**config.mk**
```make
export PLATFORM = sky130hd
export DESIGN_NAME = mem_port_arbiter
export DESIGN_NICKNAME = d
export VERILOG_FILES = /design/src/rtl/mem_port_arbiter.sv
export SDC_FILE = /design/constraint.sdc
export NUM_CORES = 1
export LEC_CHECK = 0
export BUFFER_PORTS_ARGS = -buffer_cell sky130_fd_sc_hd__buf_4
export CAP_MARGIN = 10
export CORE_UTILIZATION = 25
export DETAILED_ROUTE_END_ITERATION = 16
export GPL_TIMING_DRIVEN = 0
export HOLD_SLACK_MARGIN = 0.02
export PLACE_DENSITY_LB_ADDON = 0.3
export SLEW_MARGIN = 20
export SYNTH_ARGS = -nofsm -noshare
export SYNTH_HDL_FRONTEND = slang
export SYNTH_SLANG_ARGS = --single-unit
```
**constraint.sdc**
```tcl
create_clock -name clk -period 2.24 [get_ports clk]
set_input_delay 0.336 -clock clk [delete_from_list [all_inputs] [get_ports clk]]
set_output_delay 0.336 -clock clk [all_outputs]
set_load 0.02 [all_outputs]
```
**src/rtl/mem_port_arbiter.sv**
```systemverilog
// Shares one memory bus between fetch and data ports; 3 cycles/instruction, +1 per data access and per wait state.
// The bus stalls the sequencer: requests are held until bus_ack, and a stuck bus latches err after TIMEOUT_CYCLES waits.
module mem_port_arbiter #(
  parameter int TIMEOUT_CYCLES = 255
) (
  input  logic        clk,
  input  logic        rst,
  input  logic        inst_ren,
  input  logic [31:0] inst_addr,
  output logic [31:0] inst_data,
  input  logic        mem_ren,
  input  logic        mem_wen,
  input  logic [31:0] mem_addr,
  input  logic [31:0] mem_dout,
  output logic [31:0] mem_din,
  output logic        cpu_step,
  output logic        bus_req,
  output logic        bus_we,
  output logic [31:0] bus_addr,
  output logic [31:0] bus_wdata,
  input  logic [31:0] bus_rdata,
  input  logic        bus_ack,
  output logic        err
);

  typedef enum logic [2:0] {IDLE, IFETCH, DECODE, DWAIT, COMMIT, ERROR} state_t;

  localparam logic [15:0] TIMEOUT_LIM = 16'(TIMEOUT_CYCLES);

  state_t      state, state_nxt;
  logic [15:0] wait_cnt, wait_cnt_nxt;
  logic [31:0] bus_addr_q;
  logic        addr_live;
  logic        ld_fetch, ld_refetch, ld_data, ld_inst, ld_din;

  always_ff @(posedge clk) begin
    if (rst) state <= IDLE;
    else     state <= state_nxt;
  end

  always_comb begin
    state_nxt    = state;
    wait_cnt_nxt = wait_cnt;
    ld_fetch     = 1'b0;
    ld_refetch   = 1'b0;
    ld_data      = 1'b0;
    ld_inst      = 1'b0;
    ld_din       = 1'b0;
    case (state)
      IDLE: begin
        if (inst_ren) begin
          state_nxt    = IFETCH;
          ld_fetch     = 1'b1;
          wait_cnt_nxt = '0;
        end
      end
      IFETCH, DWAIT: begin
        if (bus_ack) begin
          state_nxt = (state == IFETCH) ? DECODE : COMMIT;
          ld_inst   = (state == IFETCH);
          ld_din    = (state == DWAIT) && !bus_we;
        end else begin
          wait_cnt_nxt = wait_cnt + 16'd1;
          if (TIMEOUT_LIM != 16'd0 && wait_cnt_nxt == TIMEOUT_LIM) state_nxt = ERROR;
        end
      end
      DECODE: begin
        if (mem_ren || mem_wen) begin
          state_nxt    = DWAIT;
          ld_data      = 1'b1;
          wait_cnt_nxt = '0;
        end else begin
          state_nxt = COMMIT;
        end
      end
      COMMIT: begin
        if (inst_ren) begin
          state_nxt    = IFETCH;
          ld_refetch   = 1'b1;
          wait_cnt_nxt = '0;
        end else begin
          state_nxt = IDLE;
        end
      end
      ERROR:   state_nxt = ERROR;
      default: state_nxt = IDLE;
    endcase
  end

  always_ff @(posedge clk) begin
    if (rst) begin
      wait_cnt   <= '0;
      bus_addr_q <= '0;
      addr_live  <= 1'b0;
      bus_we     <= 1'b0;
      bus_wdata  <= '0;
      inst_data  <= '0;
      mem_din    <= '0;
    end else begin
      wait_cnt  <= wait_cnt_nxt;
      addr_live <= ld_refetch;
      if (ld_fetch) begin
        bus_addr_q <= inst_addr;
        bus_we     <= 1'b0;
      end
      if (ld_refetch) bus_we <= 1'b0;
      // The PC only settles after COMMIT's edge, so capture it during the first fetch cycle.
      if (addr_live) bus_addr_q <= inst_addr;
      if (ld_data) begin
        bus_addr_q <= mem_addr;
        bus_we     <= mem_wen;
        bus_wdata  <= mem_dout;
      end
      if (ld_inst) inst_data <= bus_rdata;
      if (ld_din)  mem_din   <= bus_rdata;
    end
  end

  // Request is a pure function of the state register, so it drops whenever the FSM leaves a bus state.
  assign bus_req  = (state == IFETCH) || (state == DWAIT);
  assign bus_addr = addr_live ? inst_addr : bus_addr_q;
  assign cpu_step = (state == COMMIT);
  assign err      = (state == ERROR);

endmodule

```
=== Word level (Yosys, flattened, before mapping) ===
Index checks and enable logic that the tools add are counted.
W data, S select, Z words.

* Register bits: 149

* Add/subtract/negate cells: 1
* Eq/ne operators: 11
* Mux-type cells: 27
* Reduce and logical (&&, ||, !) cells: 12

{| class="wikitable"
|+ Operators by type and width
! kind !! count
|-
| $mux W32 || 4
|-
| $mux W16 || 3
|-
| $pmux W16 S3 || 1
|-
| $add A16 B1 Y16 const B || 1
|-
| $eq A16 B8 Y1 const B || 1
|-
| $mux W3 || 5
|-
| $pmux W3 S5 || 1
|-
| $mux W1 || 13
|-
| $reduce_bool A3 Y1 || 3
|-
| $eq A3 B2 Y1 const B || 2
|-
| $eq A3 B3 Y1 const B || 2
|-
| $ne A2 B2 Y1 const B || 3
|-
| $reduce_and A4 Y1 || 1
|-
| $reduce_or A2 Y1 || 2
|-
| $eq A3 B1 Y1 const B || 1
|-
| $logic_not A3 Y1 || 1
|-
| $ne A3 B3 Y1 const B || 1
|-
| $logic_or A1 B1 Y1 || 2
|-
| $ne A2 B1 Y1 const B || 1
|-
| $reduce_and A2 Y1 || 1
|-
| $logic_and A1 B1 Y1 || 1
|-
| $logic_not A1 Y1 || 1
|}

=== Longest topological paths before layout ===
Gate-level depths: netlist of run 1.

* Depth in word-level cells: 5
* Gate-level depth with buffers: 7
* Gate-level depth less buffers: 6

=== Worst setup path after synthesis of run 1 ===
No wires, ideal clock.

* Path type: flip-flop to flip-flop
* Start point: register wait_cnt[1]
* End point: register state[2]
* Library setup time: 117 ps
* Data arrival time: 1835 ps
* Data required time: 2123 ps
* Slack: 288 ps
* Cell stages (with the launch flop): 8
* Buffers on the path: 1
* Cells stage by stage: dfxtp_1 -> ha_1 -> buf_2 -> nand3_1 -> nor3_1 -> mux2_2 -> and3b_1 -> a22o_1

* Cells in the longest elaborated chain, start to end: 4

{| class="wikitable"
|+ Ends and longest elaborated chain
! element !! RTL line !! source
|-
| from (decl) || 31 || <nowiki>logic [15:0] wait_cnt, wait_cnt_nxt;</nowiki>
|-
| from (signal assigned) || 100 || <nowiki>wait_cnt <= wait_cnt_nxt;</nowiki>
|-
| $add A16 B1 Y16 || 63 || <nowiki>wait_cnt_nxt = wait_cnt + 16'd1;</nowiki>
|-
| $eq A16 B8 Y1 || 64 || <nowiki>if (TIMEOUT_LIM != 16'd0 && wait_cnt_nxt == TIMEOUT_LIM) state_nxt = ERROR;</nowiki>
|-
| $ne A3 B3 Y1 (no line) || - ||
|-
| $reduce_and A2 Y1 (no line) || - ||
|-
| to (signal assigned) || 38 || <nowiki>else state <= state_nxt;</nowiki>
|-
| to (decl) || 30 || <nowiki>state_t state, state_nxt;</nowiki>
|}

No other way between the ends.
A chain may end at the register's enable or synchronous reset.

=== Worst setup path after layout of run 1 ===
* Start point: register addr_live
* End point: output port bus_addr[21]

* Cells in the longest elaborated chain, start to end: 1

{| class="wikitable"
|+ Ends and longest elaborated chain
! element !! RTL line !! source
|-
| from (decl) || 33 || <nowiki>logic addr_live;</nowiki>
|-
| from (signal assigned) || 101 || <nowiki>addr_live <= ld_refetch;</nowiki>
|-
| $mux W32 || 121 || <nowiki>assign bus_addr = addr_live ? inst_addr : bus_addr_q;</nowiki>
|-
| to (decl) || 19 || <nowiki>output logic [31:0] bus_addr,</nowiki>
|}

No other way between the ends.

==> impl_metrics.tcl, run 1 <==
set metrics [dict create \
    cp.required_ns 1.90 \
    seq_area_sq_mm 0.00298 \
    setup_viol 0 \
    fp.dieW_um 163 \
    crit_type "flip-flop to output pin" \
    routed_wl_mm 22.3 \
    synth-edff-count 0 \
    clock_latency_ns 0.42 \
    multi_input_area_sq_mm 0.00320 \
    peakVddDrop_v 0.000461 \
    rsz0062_at_grt "false" \
    endpoint_kind "output pin" \
    cts_buffers 17 \
    max_freq_mhz 482 \
    p_leak_nw 4.09 \
    drt_iter0_drc 293 \
    fin_crit_ns 2.07 \
    synth_area_sq_mm 0.00648 \
    status "completed" \
    grt_overflow 0 \
    syn_nets 921 \
    post-place-ws_ns -0.159 \
    synth_ff_type "dfxtp_1" \
    power_mw 6.83 \
    clkTransAtPathRegs_ns 0.08 \
    whs_ns 0.152 \
    fin_nets 1206 \
    initial_core_util 0.256 \
    crit_arrival_ns 1.74 \
    antenna_found_initial 0 \
    setup_ws_ns 0.166 \
    hp-class "input pin to flip-flop" \
    numPortBuffers 265 \
    clock_path_buffers 2 \
    synth_warnings 0 \
    cts_root_buffer "clkbuf_16" \
    avgSynthCellArea_sq_um 8.25 \
    fill_cells 2677 \
    via_per_inst 4.58 \
    wire_per_inst_um 15.8 \
    vias 6470 \
    die_area_sq_mm 0.0266 \
    cp-start-kind "flip-flop" \
    dp_hpwl_mm 16.9 \
    fin_crit_sh 0.926 \
    drive_gt1_frac 0.346 \
    drv_slew 0 \
    ant_nets 0 \
    crit_fanout 10 \
    post-route-cell-area_sq_mm 0.00954 \
    area_growth_pct 47.3 \
    diodes 0 \
    cts_num_sinks 149 \
    ys_types 51 \
    grt_max_degree 19 \
    die-height_um 163 \
    cts_tree "done" \
    tightest_slew_ns 0.734 \
    ys_ff_latch 149 \
    crit_chain "clkbuf_4, mux2_2, buf_4" \
    drcViolationCount 0 \
    num_rows 58 \
    cap_violations 0 \
    grt_pass1_wl_mm 33.9 \
    placed_cells 1380 \
    coreArea_sq_mm 0.0253 \
    track_usage 0.165 \
    instances_no_fill 1413 \
    max-slew-margin-rel 0.510 \
    async_reset_ff_frac 0 \
    yosysSeqAreaShare 0.460 \
    slowest_stage "dfxtp_1" \
    placed_cell_area_sq_mm 0.00888 \
    power_density_mw_per_mm2 715 \
    slowest_delay_ns 0.48 \
    gp_congestion 0.800 \
    final_cell_mix "buf_4 (270), nand2_1 (199), dfxtp_1 (148)" \
    synth_cells 785 \
    final_common_cell "buf_4" \
    grt_pass1_vias 6277 \
    skew_ns 0.0138 \
    htreeDepth 4 \
    drtPass1Iterations 4 \
    design.portCount 266 \
    hold_viol 0 \
]
## kinds of logic after synthesis
group | synth area share
AOI/OAI and AO/OA | 0.163
xor gates and xnor gates | 0.00406
adders and majority gates | 0.00386
buffers and inverters | 0.0465
DFF | 0.460
muxes | 0.110
and+or+nand+nor | 0.212
## through the flow
| step | setup TNS [ns] | util |
|---|---|---|
| after floorplan | 0 | - |
| after global placement | -2.96 | 0.351 |
| after detailed placement | -5.02 | 0.351 |
| after CTS | 0 | 0.376 |
| after global routing | 0 | 0.377 |
| final | 0 | 0.377 |
## routing by layer
layer,wire (um),vias up,track usage
li1,-,3249,-
met1,9730,2992,0.198
met2,10600,217,0.281
met3,1800,12,0.0532
met4,241,0,0.0442
met5,0,-,0
## worst max-delay path: cells and delay by family, from the launching register on
family                 cells  cell delay [ns]
multiplexers               1             0.38
flip-flops                 1             0.48
buffers and inverters      2             0.47
## power breakdown
| group | total [mW] | internal [mW] | switching, mW |
|---|---|---|---|
| Clock | 3.02 | 1.63 | 1.39 |
| Combinational | 1.01 | 0.471 | 0.534 |
| Sequential | 2.80 | 2.75 | 0.0491 |
| Total | 6.83 | 4.85 | 1.97 |
## sequential cells by signal (all words and copies together) (netlist names)
register,cells
addr_live,1
bus_addr_q,32
bus_wdata,32
bus_we,1
inst_data,32
mem_din,32
state,3
wait_cnt,16
## final timing paths
kind,from,to,slack [ns],cells after the start
max,addr_live,bus_addr[21],0.17,3
max reg2reg,wait_cnt[1],state[2],0.17,7
min,mem_dout[29],bus_wdata[29],0.15,3
min reg2reg,inst_data[6],inst_data[6],0.46,2
## layout make-up
cell class              count  share of cell area
clock buffers              17              0.0446
flip-flops and latches    149               0.313
inverters                   5             0.00197
multi-input cells         565               0.335
plain buffers              65              0.0305
repair buffers            267               0.210
well taps                 330              0.0433
clock inverters            15              0.0215
## synth_stat cells, types with 3 or more instances
cell type  instances  area [sq um]
a211oi_1          35           263
a21oi_1          118           591
and2_1             3          18.8
buf_1              3          11.3
buf_2             18          90.1
buf_4              3          22.5
clkbuf_1          41           154
dfxtp_1          149          2980
inv_1              5          18.8
mux2_2            34           383
mux2i_1           33           330
nand2_1          199           747
nand3_1            9          45.0
nand3b_1           5          37.5
nor2_1            58           218
nor3_1             7          35.0
nor3b_1            6          45.0
o21ai_0           12          60.1
or3_1              3          18.8
xor2_1             3          26.3
## timing repair
item	4_1_cts	5_1_grt
endpoints found under the hold margin	0	0
setup buffers	0	2
setup endpoints to repair	30	36
hold buffers	0	0
resized for setup	6	4
pin swaps	0	1
(Power assumes the default switching activity.)
==> run 2, diff against run 1 <==
Settings changed: CTS_BUF_LIST from default to sky130_fd_sc_hd__clkbuf_4 sky130_fd_sc_hd__clkbuf_8 sky130_fd_sc_hd__clkbuf_16, REMOVE_ABC_BUFFERS from default to 1.
==> impl_metrics.tcl, run 2 (synthesized netlist as in run 1, its figures left out) <==
set metrics [dict create \
    status "completed" \
    area_growth_pct 47.0 \
    drcViolationCount 0 \
    slowest_stage "dfxtp_1" \
    track_usage 0.150 \
    design.portCount 266 \
    r2r_cells 6 \
    hold_buffers 0 \
    r2r-end "state[2]" \
    grt_max_degree 85 \
    die-height_um 163 \
    via_per_inst 4.58 \
    fp.dieW_um 163 \
    setup_ws_ns 0.154 \
    routed_wl_mm 20.2 \
    placed_cell_area_sq_mm 0.00889 \
    post-route-cell-area_sq_mm 0.00953 \
    grt_pass1_vias 5909 \
    min_to "mem_din[25]" \
    drt_iter0_drc 472 \
    crit_chain "ha_4, nand3_1, nor3_1, mux2_2, and3b_1, a22o_1" \
    p_leak_nw 4.04 \
    grt_overflow 0 \
    cts_buffers 17 \
    power_mw 6.73 \
    coreArea_sq_mm 0.0253 \
    crit_type "flip-flop to flip-flop" \
    drive_gt1_frac 0.359 \
    vias 6240 \
    peakVddDrop_v 0.000490 \
    cts_root_buffer "clkbuf_16" \
    final_cell_mix "buf_4 (268), nand2_1 (199), dfxtp_1 (144)" \
    clock_latency_ns 0.43 \
    htreeDepth 4 \
    cp-start-kind "flip-flop" \
    fin_nets 1155 \
    crit_fanout 10 \
    wire_per_inst_um 14.9 \
    wl_met2_mm 9.74 \
    max-slew-margin-rel 0.429 \
    diodes 0 \
    drv_slew 0 \
    fill_cells 2619 \
    clkTransAtPathRegs_ns 0.08 \
    fin_crit_ns 2.09 \
    power_density_mw_per_mm2 706 \
    hp-class "input pin to flip-flop" \
    drtPass1Iterations 4 \
    slowest_delay_ns 0.55 \
    skew_ns 0.0176 \
    fin_util 0.376 \
    drt-met1-wl_mm 8.87 \
    ant_nets 0 \
    crit_family "simple AND/OR/NAND/NOR gates" \
    critPathBufInv 0 \
    gp_congestion 0.734 \
    seq_area_sq_mm 0.00299 \
    hold_viol 0 \
    grt_pass1_wl_mm 31.4 \
    post-place-ws_ns -0.199 \
    endpoint_kind "flip-flop" \
    cap_violations 0 \
    route.met3.wl_mm 1.31 \
    initial_core_util 0.256 \
    worstHoldStart "bus_rdata[25]" \
    final_common_cell "buf_4" \
    num_rows 58 \
    worstReg2RegStart "wait_cnt[1]" \
    tightest_slew_ns 0.857 \
    rsz0062_at_grt "false" \
    numPortBuffers 265 \
    hold_path_depth 3 \
    multi_input_area_sq_mm 0.00325 \
    antenna_found_initial 0 \
    die_area_sq_mm 0.0266 \
    cts_num_sinks 149 \
    cp.required_ns 2.56 \
    clock_path_buffers 2 \
    max_freq_mhz 479 \
    highest_layer "met4" \
    reg2reg_slack_ns 0.15 \
    setup_viol 0 \
    instances_no_fill 1362 \
    fin_crit_sh 0.931 \
    placed_cells 1329 \
    dp_hpwl_mm 13.7 \
    crit_arrival_ns 2.40 \
    cts_tree "done" \
]
==> run 2: cell types whose count changed in the layout (fill, tap and decap cells not counted), sizes merged <==
cell      change
clkinv        -1
buf          -10
bufinv        -1
clkinvlp      +1
clkbuf       -41
inv           +1
==> run 2: where the power goes <==
part	switching [mW]	total, mW	internal, mW
clock network	1.41	2.92	1.51
registers	0.0623	2.81	2.75
logic	0.500	0.991	0.490
==> run 2: cell type report <==
class	instances	area share
Clock buffer	17	0.0447
Clock inverter	15	0.0181
Inverter	5	0.00197
Multi-Input combinational cell	565	0.341
Sequential cell	149	0.314
Tap cell	330	0.0433
Timing Repair Buffer	281	0.237
==> run 2: worst max-delay path by stage <==
stage / startpoint / cells after the start / endpoint / slack, ns
floorplan: state[1] / 4 / state[1] / -0.89
global placement: state[0] / 4 / mem_din[9] / -2.65
detailed placement: mem_ren / 11 / bus_addr_q[20] / -0.20
CTS: state[2] / 10 / bus_addr_q[29] / 0.01
global route: wait_cnt[1] / 6 / state[2] / 0.02
finish: wait_cnt[1] / 6 / state[2] / 0.15
==> run 2: layer usage <==
layer,global-route usage,vias to the layer above
met2,0.250,173
met5,0,-
met4,0.0463,0
met1,0.186,2881
li1,-,3167
met3,0.0405,19
==> run 2: timing repair <==
item / 4_1_cts / 5_1_grt
resized for setup: 4 / 6
gates cloned: 0 / 0
setup buffers: 0 / 2
setup endpoints to repair: 14 / 22
==> run 2: tightest hold or removal path, cell delays in order <==
cell and delay (ns):
buf_4 0.11, nand2_1 0.05, a21oi_1 0.05
==> run 2: metrics by stage <==
step	hold slack, ns	TNS (ns)
global placement	0.443	-255.65
floorplan	0.405	-59.86
detailed placement	0.447	-2.02
finish	0.150	0
CTS	0.123	0
global route	0.125	0
